## config.mk

```make
export PLATFORM = sky130hd
export DESIGN_NAME = dm_byte_access_ctrl
export DESIGN_NICKNAME = d
export VERILOG_FILES = /design/src/rtl/dm_byte_access_ctrl_pkg.sv /design/src/rtl/dm_byte_access_ctrl.sv
export SDC_FILE = /design/constraint.sdc
export NUM_CORES = 1
export LEC_CHECK = 0
export BUFFER_PORTS_ARGS = -buffer_cell sky130_fd_sc_hd__buf_4
export CAP_MARGIN = 15
export CELL_PAD_IN_SITES_DETAIL_PLACEMENT = 0
export CELL_PAD_IN_SITES_GLOBAL_PLACEMENT = 2
export CORE_MARGIN = 5
export CORE_UTILIZATION = 34
export CTS_CLUSTER_SIZE = 20
export DETAILED_ROUTE_END_ITERATION = 10
export MAX_ROUTING_LAYER = met4
export PLACE_DENSITY_LB_ADDON = 0.1
export SLEW_MARGIN = 20
export SYNTH_ARGS = -nofsm -noshare
export SYNTH_HDL_FRONTEND = slang
export SYNTH_SLANG_ARGS = --single-unit
```

## constraint.sdc

```tcl
create_clock -name clk -period 7.3 [get_ports clk]
set_input_delay 1.46 -clock clk [delete_from_list [all_inputs] [get_ports clk]]
set_output_delay 1.46 -clock clk [all_outputs]
set_load 0.05 [all_outputs]
```

## src/rtl/dm_byte_access_ctrl_pkg.sv

```systemverilog
// Shared encodings for the byte-serial data-memory access controller.
// Holds the request size codes and the controller state type.
package dm_byte_access_ctrl_pkg;

    localparam logic [1:0] SZ_BYTE = 2'b00;
    localparam logic [1:0] SZ_HALF = 2'b01;
    localparam logic [1:0] SZ_WORD = 2'b10;
    localparam logic [1:0] SZ_RSVD = 2'b11;

    typedef enum logic [1:0] {
        ST_IDLE = 2'b00,
        ST_XFER = 2'b01,
        ST_DONE = 2'b10
    } state_t;

endpackage

```

## src/rtl/dm_byte_access_ctrl.sv

```systemverilog
// Sequences byte/halfword/word loads and stores over a byte-wide memory port,
// one little-endian byte per cycle, then returns a single response pulse.
module dm_byte_access_ctrl
    import dm_byte_access_ctrl_pkg::*;
#(
    parameter int AW = 12
) (
    input  logic          clk,
    input  logic          rst,
    input  logic          req_valid,
    output logic          req_ready,
    input  logic          req_we,
    input  logic [1:0]    req_size,
    input  logic          req_signed,
    input  logic [AW-1:0] req_addr,
    input  logic [31:0]   req_wdata,
    output logic          resp_valid,
    output logic          resp_err,
    output logic [31:0]   resp_rdata,
    output logic [AW-1:0] mem_addr,
    output logic          mem_we,
    output logic [7:0]    mem_wdata,
    input  logic [7:0]    mem_rdata
);

    state_t        state;
    logic          we;
    logic          sgn;
    logic          err;
    logic [AW-1:0] addr;
    logic [31:0]   wdata;
    logic [31:0]   rbuf;
    logic [2:0]    nbytes;
    logic [1:0]    cnt;

    // Bits above the loaded width copy the top data bit only for signed loads.
    function automatic logic [31:0] extend_load(input logic [31:0] data,
                                                input logic [2:0]  n,
                                                input logic        s);
        logic [31:0] r;
        r = data;
        case (n)
            3'd1:    r = {{24{s & data[7]}},  data[7:0]};
            3'd2:    r = {{16{s & data[15]}}, data[15:0]};
            default: r = data;
        endcase
        return r;
    endfunction

    function automatic logic [2:0] size_to_nbytes(input logic [1:0] size);
        logic [2:0] n;
        case (size)
            SZ_HALF: n = 3'd2;
            SZ_WORD: n = 3'd4;
            default: n = 3'd1;
        endcase
        return n;
    endfunction

    always_ff @(posedge clk) begin
        if (rst) begin
            state  <= ST_IDLE;
            we     <= 1'b0;
            sgn    <= 1'b0;
            err    <= 1'b0;
            addr   <= '0;
            wdata  <= '0;
            rbuf   <= '0;
            nbytes <= 3'd1;
            cnt    <= '0;
        end else begin
            case (state)
                ST_IDLE: begin
                    if (req_valid) begin
                        we     <= req_we;
                        sgn    <= req_signed;
                        addr   <= req_addr;
                        wdata  <= req_wdata;
                        nbytes <= size_to_nbytes(req_size);
                        err    <= (req_size == SZ_RSVD);
                        cnt    <= '0;
                        rbuf   <= '0;
                        state  <= (req_size == SZ_RSVD) ? ST_DONE : ST_XFER;
                    end
                end
                ST_XFER: begin
                    if (!we) begin
                        rbuf[{cnt, 3'b000} +: 8] <= mem_rdata;
                    end
                    cnt <= cnt + 2'd1;
                    if ({1'b0, cnt} == nbytes - 3'd1) begin
                        state <= ST_DONE;
                    end
                end
                ST_DONE: state <= ST_IDLE;
                default: state <= ST_IDLE;
            endcase
        end
    end

    // Every output decodes only flopped state, so none depends on req_* combinationally.
    assign req_ready  = (state == ST_IDLE);
    assign mem_we     = (state == ST_XFER) && we;
    assign mem_addr   = (state == ST_XFER) ? addr + AW'(cnt) : addr;
    assign mem_wdata  = ((state == ST_XFER) && we) ? wdata[{cnt, 3'b000} +: 8] : 8'h00;
    assign resp_valid = (state == ST_DONE);
    assign resp_err   = resp_valid && err;
    assign resp_rdata = (resp_valid && !we && !err) ? extend_load(rbuf, nbytes, sgn) : 32'h0;

endmodule

```

After elaboration in Yosys (flattened, before gate mapping)
Cells that the tools add are included.

word-level totals
  ROM bits = 0
  latch bits = 0
  RAM bits = 0
  input port bits = 59
  bits in registers = 86
  logic and storage cells = 56
  output and inout bits = 56
  memories kept = 0

cells by class
  magnitude comparators = 0
  mux-type cells = 15
  divide/modulo/power cells = 0
  shift-type cells = 3
  multiply operators = 0
  add/sub/neg operators = 4
  equal/unequal tests = 11
  bitwise logic cells = 2
  reduce and logical (&&, ||, !) cells = 12

operators by type and width
  kind                    number
  $pmux 32 s2             2
  $mux 32                 3
  $bwmux 32               1
  $shift 8x7->32 const A  1
  $shiftx 32x6->8         1
  $shiftx 8x7->32         1
  $add 12x2->12           1
  $mux 12                 1
  $mux 2                  4
  $mux 8                  1
  $pmux 2 s2              2
  $neg 5->7               1
  $eq 2x2->1 const B      3
  $ne 2x2->1 const B      3
  $pmux 3 s2              1
  $reduce_and 2->1        3
  $eq 2x1->1 const B      2
  $logic_and 1x1->1       4
  $eq 2x3->1              1
  $eq 3x1->1 const B      1
  $eq 3x2->1 const B      1
  $reduce_and 3->1        1
  $sub 3x1->3 const B     1
  $add 2x1->2 const B     1
  other kinds (4)         6

Logic depth before layout (Yosys ltp)
  word-level depth = 5
  gate-level depth with buffers = 8
  depth with buffers taken out = 6

Worst setup path before layout
OpenSTA, ideal clock, no wires.

  kind = register to output
  from = register cnt[1]
  to = output mem_addr[6]
  path buffers = 1
  arrival time = 2.643 ns
  stages on the path, launching flop included = 7
  data required time = 5.840 ns
  path slack = 3.197 ns
  path through = dfxtp_1 -> clkbuf_1 -> inv_1 -> fa_1 -> nor4bb_1 -> nand4_1 -> xnor2_1

between the ends
  word-level cells in the longest chain between the ends = 2

RTL lines
  item                    line                        source
  from (decl)             dm_byte_access_ctrl.sv:34   logic [1:0] cnt;
  from (signal assigned)  dm_byte_access_ctrl.sv:90   cnt <= cnt + 2'd1;
  $add 12x2->12           dm_byte_access_ctrl.sv:104  assign mem_addr = (state == ST_XFER) ? addr + AW'(cnt) : addr;
  $mux 12                 dm_byte_access_ctrl.sv:104
  to (decl)               dm_byte_access_ctrl.sv:20   output logic [AW-1:0] mem_addr,

No other way between the ends.

Worst setup path after layout
  from = register cnt[0]
  to = output mem_addr[6]

Same word-level chain as after synthesis.

==> qor.yml <==
detailed_routing:
  drt_first_iter_violations: 255
  routedWlPerCell_um: 16.3
  ant_nets: 0
  routed-via-count: 4380
  drtPass1Iterations: 5
  viasPerCell: 5.18
  drc_errors: 0
  wl_um: 13800
timing:
  drv_slew: 0
  hold_viol_final: 0
  finClkSkew_ns: 0.00667
  setup_slack_ns: 2.76
  finalSetupViolations: 0
  clock.fmax_mhz: 220
  final.period_utilization_pct: 62.2
  hold_slack_ns: 0.452
  tns_ns: 0
  max-slew-margin-rel_pct: 23.1
  period_minus_slack_ns: 4.54
  rsz0062_at_grt: "no"
  worst_pin_slew_ns: 1.14
floorplanning:
  num_rows: 43
  start_util_pct: 34.7
  ios: 115
  dieArea_um2: 16700
  fp.coreArea_um2: 13900
  die_x_um: 129
  die_y_um: 129
logic_synthesis:
  synth_top_cell_by_area: "dfxtp_1"
  syn_nets: 665
  synth-edff-count: 0
  synthArstFlopShare_pct: 0
  synth_area_leaders: "dfxtp_1 (36%), a21oi_1 (9.5%), nand2_1 (8.5%)"
  syn_area_per_cell_um2: 8.18
  yosysWarnings: 0
  yosysSeqAreaShare_pct: 35.6
  syn-cell-area_um2: 4840
  synth_cells: 592
  synth_top_area_share_pct: 35.6
  synthFlopType: "dfxtp_1"
  synth-seq-cells: 86
  ys_types: 49
final_layout:
  drive_gt1_share_pct: 24.9
  ff_latch_area_um2: 1720
  multi_input_area_um2: 2780
  fill_cells: 1431
  finish.utilization_pct: 42.7
  area_delta_synth_final_pct: 22.9
  antenna_cells: 0
  fin_nets: 734
setup_path:
  r2r_end: "rbuf[4]$_SDFFE_PP0P_"
  required_ns: 5.84
  rrSetupSlack_ns: 4.38
  crit_type: "reg -> out"
  cp_max_fo: 16
  crit_family: "flip-flops"
  startpoint_type: "register"
  crit_slowest_cell: "dfxtp_1"
  reg2reg_depth: 5
  reg2reg_from: "cnt[0]$_SDFFE_PP0P_"
  arrival_ns: 3.08
  crit_chain: "ha_1, inv_1, fa_1, nor4bb_1, nand4_1, xnor2_1, buf_4"
  cp_num_buf_inv: 2
  cp_slowest_stage_delay_ns: 0.92
  endpoint_kind: "primary output"
global_route:
  grt_use_total_pct: 17.1
  antenna_found_initial: 0
  grt-ovfl-total: 0
  first_global_vias: 4239
  grt_pass1_wl_um: 22000
  grt_max_degree: 86
place:
  pre_cts_slack_ns: 3.09
  globalplace.congestion: 0.813
  dp_hpwl_um: 9800
  io_buffers: 114
cts:
  cts.sinks: 86
  cts-root-buf: "clkbuf_16"
  cts_resized: 0
  clk_latency_ns: 0.34
  cts_buffers: 9
  hold_buffers: 0
  path_clk_slew_ns: 0.06
  clockBufferDepth: 2
  cts_tree: "built"
  cts_setup_buffers: 0
  htree_levels: 3
worst_hold_path:
  min_to: "wdata[17]$_SDFFE_PP0P_"
  holdCritStartpoint: "wdata[17]$_SDFFE_PP0P_"
  hold_depth: 2
  hp-class: "reg -> reg"
power:
  p_sw_w: 0.000395
  static-leakage-power_nw: 2.38
  p_clk_share_pct: 36.7
  switching_share_pct: 31.5
  power_frac_seq_pct: 41.7
  internal_power_w: 0.000858
  comb_power_share_pct: 21.6
  power.density_nw_per_um2: 211
  ir_drop_mv: 0.129
flow_run:
  cap_viol_max_count: 0
run_status:
  status: "finished, final reports clean"
## layer usage
metal	wire (um)	share of wire [%]	up-vias	GRT usage, %
met5	0	0	-	-
met4	176	1.3	0	4.45
met3	632	4.6	14	4.08
met2	6550	47	99	26.9
met1	6450	47	2049	22.1
li1	-	-	2218	-
## power by group through the flow
stage	sequential, W	clock (W)	combinational, W
floorplan	0.000518	0	0.000213
global placement	0.000533	0	0.000269
detailed placement	0.000533	0	0.000273
CTS	0.000523	0.000475	0.000273
global route	0.000527	0.000492	0.000297
finish	0.000522	0.000459	0.000271
## through the flow
stage | total power [W] | instance area [um2] | instances
after detailed placement | 0.000806 | 5640 | 830
final | 0.00125 | 5950 | 846
after global placement | 0.000802 | 5640 | 830
after CTS | 0.00127 | 5940 | 846
after floorplan | 0.000731 | 4840 | 592
after global routing | 0.00132 | 5950 | 846
## synthesized netlist by cell type, types with 5 or more instances
cell type,count
nor2b_1,12
xor2_1,9
buf_4,5
and2_1,17
a21oi_1,92
nor3_2,12
clkbuf_1,25
buf_2,15
buf_1,5
nor3_1,8
nand2_1,110
dfxtp_1,86
and4b_1,16
buf_6,7
inv_1,11
and3_1,9
mux4_2,8
o2111ai_1,16
o211ai_1,16
nand3_1,33
nor2_1,24
ha_1,13
## sequential cells by signal (all words and copies together) (netlist names)
name    flops
err         1
sgn         1
rbuf       32
we          1
state       2
addr       12
nbytes      3
cnt         2
wdata      32
## placed cells by master (no fill, tap or decap), types with 13 or more instances in the layout
master / n
a21oi_1: 92
and2_1: 17
nand2_1: 110
ha_1: 13
o211ai_1: 16
nand3_1: 33
buf_4: 118
dfxtp_1: 86
o2111ai_1: 16
nor2_1: 24
and4b_1: 16
## logic make-up after synthesis
kind of cell	after synthesis	share of synthesized area (%)
xor+xnor	13	2.35
mux	9	3.96
fa+ha+maj	14	3.77
buf+inv	71	7.45
flops	86	35.6
simple gates	267	30.6
compound gates	132	16.3
## worst max path at each step
stage | depth (start not counted) | from | end | slack [ns]
after detailed placement | 7 | cnt[0]$_SDFFE_PP0P_ | mem_addr[6] | 3.09
after floorplan | 6 | cnt[1]$_SDFFE_PP0P_ | mem_addr[6] | 3.20
final | 7 | cnt[0]$_SDFFE_PP0P_ | mem_addr[6] | 2.76
after global placement | 7 | cnt[0]$_SDFFE_PP0P_ | mem_addr[6] | 3.15
after global routing | 7 | cnt[0]$_SDFFE_PP0P_ | mem_addr[6] | 2.52
after CTS | 7 | cnt[0]$_SDFFE_PP0P_ | mem_addr[6] | 2.69
## worst reg2reg max path: cells and delay by family, from the launching register on
family                   cells  cell delay (ns)
flip-flops                   1             0.60
AO/OA/AOI/OAI                2             0.49
adder cells (fa/ha/maj)      1             0.55
AND/OR/NAND/NOR              1             0.96
buffers and inverters        1             0.24
## cell type report
class                   count  area share (%)
clock buffers               9            3.79
clock inverters             7            1.24
inverters                  11           0.694
multi-input cells         435            46.7
flip-flops and latches     86            28.9
well taps                 180            3.79
repair buffers            118            14.9
(Power assumes the default switching activity.)
